**config.mk**
```make
export PLATFORM = sky130hd
export DESIGN_NAME = kyo_sprite_fetch
export DESIGN_NICKNAME = d
export VERILOG_FILES = /design/src/rtl/kyo_sprite_fetch.sv
export SDC_FILE = /design/constraint.sdc
export NUM_CORES = 1
export LEC_CHECK = 0
export CORE_MARGIN = 2
export CORE_UTILIZATION = 56
export CTS_CLUSTER_DIAMETER = 50
export DETAILED_ROUTE_END_ITERATION = 12
export PLACE_DENSITY = 0.95
export RECOVER_POWER = 100
export SLEW_MARGIN = 5
export SYNTH_ARGS = -nofsm -noshare
export SYNTH_HDL_FRONTEND = slang
export SYNTH_SLANG_ARGS = --single-unit
```
**constraint.sdc**
```tcl
create_clock -name vga_clk -period 3.49 [get_ports vga_clk]
set_input_delay 0.698 -clock vga_clk [delete_from_list [all_inputs] [get_ports vga_clk]]
set_output_delay 0.698 -clock vga_clk [all_outputs]
set_load 0.05 [all_outputs]
```
**src/rtl/kyo_sprite_fetch.sv**
```systemverilog
// kyo_sprite_fetch: turns the VGA scan position and the character position into
// a sprite ROM address for the renderer, and runs the stand-animation frame
// sequencer that steps through the frames stacked in the sprite ROM.
module kyo_sprite_fetch #(
   parameter int SPR_W      = 64,
   parameter int SPR_H      = 96,
   parameter int NUM_FRAMES = 8,
   parameter int HOLD_VS    = 6
) (
   input  logic        vga_clk,
   input  logic        reset_n,
   input  logic [9:0]  draw_x,
   input  logic [9:0]  draw_y,
   input  logic        blank,
   input  logic        vsync,
   input  logic [9:0]  pos_x,
   input  logic [9:0]  pos_y,
   input  logic        flip,
   input  logic        anim_en,
   output logic [15:0] rom_address,
   output logic        sprite_hit,
   output logic [2:0]  frame_idx
);

   localparam int CW = (SPR_W > 1) ? $clog2(SPR_W) : 1;
   localparam int RW = (SPR_H > 1) ? $clog2(SPR_H) : 1;
   localparam int HW = (HOLD_VS > 1) ? $clog2(HOLD_VS) : 1;
   localparam logic [15:0] FRAME_SIZE = 16'(SPR_W * SPR_H);

   typedef enum logic {SEQ_IDLE, SEQ_RUN} seq_state_t;

   seq_state_t    seq_state;
   logic          vsync_q;
   logic          vs_fall;
   logic [9:0]    px_l, py_l;
   logic          flip_l;
   logic [HW-1:0] hold, hold_next;
   logic [2:0]    frame_next;
   logic [15:0]   frame_base, base_next;
   logic [10:0]   dx, dy;
   logic          hit_c;
   logic [CW-1:0] col_c;
   logic          hit1;
   logic [CW-1:0] col1;
   logic [RW-1:0] row1;

   assign vs_fall = vsync_q & ~vsync;

   // Detect the vsync falling edge and latch position/facing there, so the
   // hit test never sees a position change in the middle of a frame.
   always_ff @(posedge vga_clk or negedge reset_n) begin
      if (!reset_n) begin
         vsync_q <= 1'b1;
         px_l    <= '0;
         py_l    <= '0;
         flip_l  <= 1'b0;
      end else begin
         vsync_q <= vsync;
         if (vs_fall) begin
            px_l   <= pos_x;
            py_l   <= pos_y;
            flip_l <= flip;
         end
      end
   end

   // Sequencer next-state: RUN counts vsync edges and advances the frame every
   // HOLD_VS edges; IDLE freezes everything so re-enabling resumes mid-hold.
   // frame_base is accumulated so no multiplier is needed.
   always_comb begin
      seq_state  = anim_en ? SEQ_RUN : SEQ_IDLE;
      hold_next  = hold;
      frame_next = frame_idx;
      base_next  = frame_base;
      case (seq_state)
         SEQ_RUN: begin
            if (vs_fall) begin
               if (hold == HW'(HOLD_VS - 1)) begin
                  hold_next = '0;
                  if (frame_idx == 3'(NUM_FRAMES - 1)) begin
                     frame_next = '0;
                     base_next  = '0;
                  end else begin
                     frame_next = frame_idx + 3'd1;
                     base_next  = frame_base + FRAME_SIZE;
                  end
               end else begin
                  hold_next = hold + HW'(1);
               end
            end
         end
         default: ;
      endcase
   end

   // Sequencer state registers.
   always_ff @(posedge vga_clk or negedge reset_n) begin
      if (!reset_n) begin
         hold       <= '0;
         frame_idx  <= '0;
         frame_base <= '0;
      end else begin
         hold       <= hold_next;
         frame_idx  <= frame_next;
         frame_base <= base_next;
      end
   end

   // Box test: 11-bit differences so a negative offset shows up in bit 10 and
   // a sprite hanging off the right edge never wraps to the left.
   always_comb begin
      dx    = {1'b0, draw_x} - {1'b0, px_l};
      dy    = {1'b0, draw_y} - {1'b0, py_l};
      hit_c = blank & ~dx[10] & (dx[9:0] < 10'(SPR_W))
                    & ~dy[10] & (dy[9:0] < 10'(SPR_H));
      col_c = flip_l ? (CW'(SPR_W - 1) - dx[CW-1:0]) : dx[CW-1:0];
   end

   // Stage 1: register hit, column and row.
   always_ff @(posedge vga_clk or negedge reset_n) begin
      if (!reset_n) begin
         hit1 <= 1'b0;
         col1 <= '0;
         row1 <= '0;
      end else begin
         hit1 <= hit_c;
         col1 <= col_c;
         row1 <= dy[RW-1:0];
      end
   end

   // Stage 2: form the ROM address; SPR_W is a power of two so row*SPR_W+col
   // is just the concatenation. Misses drive address 0.
   always_ff @(posedge vga_clk or negedge reset_n) begin
      if (!reset_n) begin
         rom_address <= '0;
         sprite_hit  <= 1'b0;
      end else begin
         rom_address <= hit1 ? (frame_base + 16'({row1, col1})) : 16'd0;
         sprite_hit  <= hit1;
      end
   end

endmodule

```
==> flow_results.org, run 1 <==
** Status
- Status :: complete, but fails checks
- The final reports fail on max-capacitance violations, max-slew violations.

** Timing
- Setup repair after global routing left no endpoint under its margin.
- Clock skew :: 0.00774 ns
- Hold Fails Final Rpt :: 0
- Max-slew violation count :: 42
- Least-Margin Pin Slew :: 1.52 ns
- Number of setup violations in the final report :: 0
- Max frequency :: 359 MHz
- Final worst path period share :: 79.8%
- For the final routed database, the setup TNS stands at 0 ns.
- Minimum clock period after layout :: 2.78 ns
- Final hold analysis gives a worst-case slack of 0.448 ns.
- Relative slew slack :: -1.66%

** Detailed routing
- For this run, design rule violations remaining after detail routing come to 0.
- Post-Route WL :: 6690 um
- For this block, the initial DRC count from the detailed router was 138.
- Wire per inst :: 14.1 um
- Number of optimization iterations in the first detailed-route pass :: 4
- In this run the remaining antenna-violating nets after routing total 0.
- In the routed layout, each cell is associated on average with a via count of 5.28.
- The routed layout has 2507 vias.

** Global route
- Number of antenna violations at the first check in global routing :: 0
- The number of global-route vias before repair came to 2551.
- Global routing finished with a remaining overflow of 0.
- The first global-routing pass estimated 11100 um of wire.
- Entering global routing, the biggest net connects 44 pins.
- Across every metal layer, demand over resource in global routing totals 22.4%.

** Logic synthesis
- Synth Cell Area :: 0.00332 sq mm
- Among all flip-flop cells after synthesis, the most frequent one is sky130_fd_sc_hd__dfrtp_1.
- The Yosys step of the flow raised 0 warnings.
- By instance count, the leading cell after synthesis is sky130_fd_sc_hd__dfrtp_1.
- Yosys mapped the design onto 48 distinct sky130hd cell types.
- Synthesized Nets :: 399
- Post-Synthesis Cells :: 326
- The synthesized design devotes to its leading area cell type 47.5% of total area.
- Of all cell types, the one taking the most synthesized area is sky130_fd_sc_hd__dfrtp_1.
- Ranked by instance count, the synthesized netlist is headed by 63 x sky130_fd_sc_hd__dfrtp_1, 31 x sky130_fd_sc_hd__nand2_1, 30 x sky130_fd_sc_hd__inv_1, 25 x sky130_fd_sc_hd__ha_1, 25 x sky130_fd_sc_hd__o21ai_0.
- Average cell area after synthesis :: 10.2 sq um
- Sequential element share of the synthesized area :: 48.3%
- Synthesis inferred 64 register bits.
- Number of enable-type register cells in the synthesized netlist :: 0
- Of all flip-flops after synthesis, the portion carrying an async set or reset was 100%.
- Biggest area contributors in the synthesized netlist :: sky130_fd_sc_hd__dfrtp_1 48%, sky130_fd_sc_hd__ha_1 9.4%, sky130_fd_sc_hd__o21ai_0 3.8%

** Clock network
- The H-tree was split into 3 levels.
- Clock transition at the registers of the reported paths :: 0.07 ns
- The clock drives 64 sinks.
- Number of buffers inserted by post-CTS setup repair :: 0
- Clock network latency to the later pin of the worst-skew pair :: 0.34 ns
- Number of hold buffers added after cts :: 0
- Number of buffers inserted during clock tree synthesis :: 9
- No sink is reached through more buffers than the 2 on the longest clock path.
- The cell sitting at the root of the clock tree is a sky130_fd_sc_hd__clkbuf_8.
- TritonCTS built the clock tree.
- Post-CTS repair changed the size of 0 cells.

** Setup path
- Category of the most critical setup path :: input port to flip-flop
- Delay contributed by the slowest stage of the critical path :: 0.52 ns
- On the critical path, the stage with the largest delay is an instance of sky130_fd_sc_hd__dlygate4sd3_1.
- STA puts the critical path data required time at 3.77 ns.
- Largest fanout of any net on the critical path :: 3
- Walking the worst path, the cells encountered are dlygate4sd3_1, inv_1, ha_1, fa_1, nand2b_1, a21oi_1, o41ai_1, xnor2_1, nor4_1, and4_1.
- CP endpoint kind :: flip-flop
- STA classifies the critical path startpoint as an input port.
- Crit path DAT :: 3.06 ns

** Place
- Area after detailed placement :: 0.00402 sq mm
- GP Congestion :: 0.867
- Once detailed placement completed, the half-perimeter wirelength came to 4810 um.
- The count of buffers added on input and output ports is 65.

** Cells and area
- Syn-to-layout area delta :: 26.9%
- Fraction of layout instances using a drive strength above 1 :: 5.25%
- Multi-input gate area in the final layout :: 0.00154 sq mm
- Number of nets in the layout :: 468
- Counting the fill cells in the layout gives 434.
- Final non-filler cell area :: 0.00421 sq mm
- Antenna diode instance count :: 0
- Sequential cell area :: 0.00160 sq mm

** Pwr
- Overall power consumption after layout is estimated at 2240 uW.
- The worst-case IR drop observed on VDD is 0.270 mV.
- Power density over the cells :: 532 mW/mm^2
- Leakage dissipation :: 0.00204 uW

** Floorplanning
- Core footprint :: 0.00582 sq mm
- Site row count :: 28
- 66 I/O pins were placed.
- The die is 80.9 um wide.
- The die is 80.9 um tall.
- The initial utilization of the core area, before any placement, comes to 57.0%.
- Die outline area :: 0.00655 sq mm

** Worst hold path
- In this run the worst hold path is classified as flip-flop to flip-flop.

** Flow run
- Number of violations of the max-capacitance limit :: 1
[cell type report]
type                            instances  share of cell area (%)
Clock buffer                           10                    3.03
Multi-Input combinational cell        223                    36.5
Inverter                               30                    2.68
Timing Repair Buffer                   67                    15.5
Sequential cell                        64                    38.1
Clock inverter                          6                    1.99
Tap cell                               75                    2.23
[critical path, delay by kind of cell]
family                     cells  cell delay (ns)
AOI/OAI and AO/OA              2             0.38
xor gates and xnor gates       1             0.14
adders and majority gates      2             0.62
buffers and inverters          2             0.56
and+or+nand+nor                3             0.66
[routing by layer]
layer,vias to the layer above,GRT usage [%],wire [um]
met2,71,39.1,3370
met1,1180,25.4,2830
li1,1241,-,-
met5,-,0,0
met3,15,6.00,333
met4,0,10.5,156
[cell families (layout without fill, tap and decap cells)]
family                     after synthesis  after routing  synth area share [%]
xor gates and xnor gates                20             20                  5.28
adders and majority gates               27             27                  10.6
muxes                                    9              9                  3.02
and+or+nand+nor                         95             95                  14.3
buffers and inverters                   39            113                  4.79
DFF                                     64             64                  48.3
AOI/OAI and AO/OA                       72             72                  13.6
[flip-flops by register name (all words and copies together) (netlist names)]
name	count
hit1	1
sprite_hit	1
row1	7
hold	3
frame_base	5
col1	6
py_l	10
frame_idx	3
px_l	10
vsync_q	1
flip_l	1
rom_address	16
[stage by stage]
| step | cells | setup WS, ns | utilization [%] |
|---|---|---|---|
| floorplan | 326 | 1.09 | - |
| global placement | 459 | 0.518 | 69.2 |
| detailed placement | 459 | 0.435 | 69.2 |
| CTS | 475 | 0.807 | 72.8 |
| global route | 475 | 0.523 | 72.4 |
| finish | 475 | 0.706 | 72.4 |
[worst paths after layout]
kind | startpoint | end | slack, ns | depth (start not counted)
min in group asynchronous | reset_n | rom_address[4] | 0.58 | 1
worst min register to register | row1[4] | rom_address[10] | 0.45 | 1
worst max register to register | vsync_q | px_l[0] | 1.13 | 3
worst max-delay path | draw_y[0] | hit1 | 0.71 | 10
max in group asynchronous | reset_n | flip_l | 1.31 | 2
worst min-delay path | row1[4] | rom_address[10] | 0.45 | 1
[layout by cell type, fill, tap and decap left out, drive strengths merged, types with 2 or more instances in the layout]
cell type	Yosys	routed
o2111ai	2	2
o211ai	3	3
o21bai	2	2
bufinv	0	2
o21ai	30	30
o41ai	2	2
xor2	6	6
ha	25	25
a21o	5	5
a21oi	20	20
fa	2	2
clkinv	0	4
nand2b	9	9
clkdlybuf4s50	0	40
xnor2	14	14
inv	30	30
mux2i	4	4
nand3	3	3
nand2	31	31
nor2	17	17
dlygate4sd3	0	24
nor2b	3	3
mux2	5	5
nor3	8	8
a211oi	2	2
clkbuf	6	13
and2	15	15
and3	2	2
dfrtp	63	63
[power by group]
| group | switching (uW) | internal [uW] |
|---|---|---|
| combinational | 327 | 285 |
| sequential | 66.1 | 867 |
| clock | 293 | 400 |
| total | 686 | 1550 |
Power figures use the tool's default switching activity.
==> inputs of run 2 (changes only) <==
- CORE_UTILIZATION: 56 -> 47
- PLACE_DENSITY: 0.95 -> 0.86
- clock period: 3.49 -> 2.5 ns (I/O delays scaled with it)
==> run 2 against run 1 <==
Against the previous run: the flow now finishes without violations; clock power is 21% higher; critical endpoint unchanged; combinational power is 51% higher; count of clock-buffer cells in the layout is 2 higher; sequential share of layout area is 1.2 points lower; global-route usage is 4.2 points lower; total power is 37% higher; non-clock buffer count is 17 higher; via count is 2.0% higher; final area is 3.4% higher; clock skew hardly changed.
==> flow_results.org, run 2 (same netlist as run 1, synthesis figures left out) <==
** Status
- The run finished with clean final reports.

** Cells and area
- Top Registers :: rom_address x16, px_l x10, py_l x10
- The flip-flop count of the largest register, all copies and words added was 16 (unchanged).
- Highest-count cells in the layout ignoring fill and taps :: 63 x sky130_fd_sc_hd__dfrtp_1, 42 x sky130_fd_sc_hd__clkdlybuf4s50_1, 31 x sky130_fd_sc_hd__nand2_1
- Fraction of layout instances using a drive strength above 1 :: 9.59% (+4.3 points)
- Leading cell type in the layout, fill and taps excluded :: sky130_fd_sc_hd__dfrtp_1
- Syn-to-layout area delta :: 31.2%
- The utilization of the core after routing came to 64.0% (-8.3 points).
- More flip-flops sit in one register than any other, and that register is rom_address.
- Number of nets in the layout :: 485 (+3.6%)
- Antenna diode instance count :: 0 (unchanged)

** Detailed routing
- Vias post-DR :: 2558 (+2.0%)
- The final wirelength was 6370 um (-4.9%).
- The remaining design rule violation count came to 0 (unchanged).
- The count of routing violations after the opening detailed-route iteration was 121 (-12%).
- Wire per inst :: 12.4 um (-12%)
- The final antenna-violating net count was 0 (unchanged).
- The length of the first detailed-routing pass in iterations is 4 (unchanged).
- The average vias per placed instance was 4.99 (-5.5%).

** Global route
- Vias in the first global route :: 2577 (+1.0%)
- The number of antenna violations at the first check in global routing was 0 (unchanged).
- The largest net degree at the start of global routing came to 42 (-4.5%).
- The global routing usage summed across all routing layers came to 18.1% (-4.2 points).
- The sum of overflow across all layers after global routing is 0 (unchanged).
- Wire length of the first global-routing pass :: 10800 um (-2.8%)

** Floorplanning
- The core outline area came to 0.00679 sq mm (+17%).
- The number of cell rows is 30 (+7.1%).
- Starting density of the core :: 48.8% (-8.2 points)
- The number of primary I/O pins came to 66 (unchanged).
- The die span in y came to 88.0 um (+8.7%).
- The width of the die is 88.0 um (+8.7%).
- The die outline area is 0.00774 sq mm (+18%).

** Setup path
- The most critical setup path has its endpoint at hit1.
- The endpoint identified for the worst register-to-register timing path is hit1.
- In this run the worst setup path begins at draw_x[0].
- Launching element type of the critical path :: input port
- The number of cells on the worst reg-to-reg path is 8 (+5).
- R2R Setup Slk :: 0.41 ns (-0.72 ns)
- The worst endpoint required time came to 2.77 ns (-1.00 ns).
- Largest fanout of any net on the critical path :: 2 (-1)
- Category of the most critical setup path :: input port to flip-flop
- CP endpoint kind :: flip-flop
- In this run the critical register-to-register path is launched from py_l[0].
- The arrival time at the worst endpoint was 2.68 ns (-0.38 ns).

** Timing
- Least-Margin Pin Slew :: 1.00 ns (-0.522 ns)
- The final critical path takes up 96.4% of the cycle.
- Max frequency :: 415 MHz
- Relative slew slack :: 33.2% (+35 points)
- The final number of hold-violating endpoints was 0 (unchanged).
- The worst path needs 2.41 ns of the cycle, external delays included.
- Clock skew :: 0.00747 ns (-0.000269 ns)
- Setup repair after global routing left no endpoint under its margin.
- Max-slew violation count :: 0 (-100%)
- The worst hold margin is 0.199 ns (-0.248 ns).
- The setup slack of the critical path after layout came to 0.0899 ns (-0.616 ns).
- The number of setup violations in the final report is 0 (unchanged).

** Clock network
- The clock-pin slew reported for the worst setup and hold paths after clock tree synthesis came to 0.07 ns (about the same).
- CTS max path bufs :: 2 (unchanged)
- Clock tree synthesis selected as its root buffer the cell sky130_fd_sc_hd__clkbuf_8.
- The count of H-tree levels built during CTS came to 3 (unchanged).
- The clock latency on the worst-skew pair is 0.34 ns (about the same).
- TritonCTS clock tree :: built
- Number of buffers inserted during clock tree synthesis :: 9 (unchanged)
- Number of clock sinks :: 64 (unchanged)

** Pwr
- Leakage dissipation :: 0.00212 uW (+3.7%)
- Power density over the cells :: 703 mW/mm^2 (+32%)
- Peak supply drop :: 0.349 mV (+29%)

** Flow run
- Number of violations of the max-capacitance limit :: 0 (-1)

** Place
- Estimated wirelength of the detail-placed design :: 4700 um (-2.2%)
- GP Congestion :: 0.825 (-4.9%)
- Post-Place Setup Slack :: -0.331 ns (-0.766 ns)
- The number of port buffers came to 65 (unchanged).

** Worst hold path
- Worst min path class :: input port to asynchronous set/reset pin
==> run 2: metrics by stage <==
| step | instances | power, uW | setup TNS (ns) | cell area [sq um] |
|---|---|---|---|---|
| 2_1_floorplan | 326 | 1920 | 0 | 3320 |
| 3_3_place_gp | 496 | 2190 | -0.271 | 4180 |
| 3_5_place_dp | 496 | 2240 | -0.378 | 4180 |
| 4_1_cts | 512 | 3080 | 0 | 4360 |
| 5_1_grt | 513 | 3260 | 0 | 4350 |
| 6_report | 513 | 3060 | 0 | 4350 |
==> run 2: repair_timing <==
action,4_1_cts,5_1_grt
hold buffers,0,0
endpoints found under the setup margin,0,1
buffers inserted,0,1
gates resized for setup,0,3
==> run 2: critical path, stage by stage <==
cell and delay, ns:
sky130_fd_sc_hd__clkdlybuf4s50_1 0.48, sky130_fd_sc_hd__inv_1 0.06, sky130_fd_sc_hd__ha_1 0.21, sky130_fd_sc_hd__fa_1 0.43, sky130_fd_sc_hd__nor2b_2 0.15, sky130_fd_sc_hd__o2111a_1 0.20, sky130_fd_sc_hd__a211oi_2 0.05, sky130_fd_sc_hd__mux2i_1 0.14
sky130_fd_sc_hd__nor4_1 0.26, sky130_fd_sc_hd__and4_1 0.21
==> run 2: metal layers <==
layer | vias to the layer above | routed length, um | track usage, %
met5 | - | 0 | 0
met3 | 11 | 203 | 3.86
met2 | 66 | 3240 | 31.9
met4 | 0 | 124 | 9.23
met1 | 1206 | 2800 | 20.7
li1 | 1275 | - | -
==> run 2: where the power goes <==
part,internal [uW],total [uW],switching (uW)
Sequential,1210,1300,87.3
Clock,457,839,382
Combinational,455,923,468
Total,2120,3060,938
==> run 2: cell type report <==
class	count	area, sq um
fillers	538	2440
flip-flops and latches	64	1600
multi-input cells	223	1560
repair buffers	84	778
clock buffers	12	135
well taps	96	120
inverters	30	113
clock inverters	4	45.0
==> run 2: worst min path at each step <==
stage	cells after the start	endpoint	startpoint
floorplan	0	col1[0]	reset_n
global placement	1	rom_address[3]	reset_n
detailed placement	1	rom_address[3]	reset_n
CTS	1	rom_address[11]	reset_n
global route	1	rom_address[11]	reset_n
finish	1	rom_address[11]	reset_n
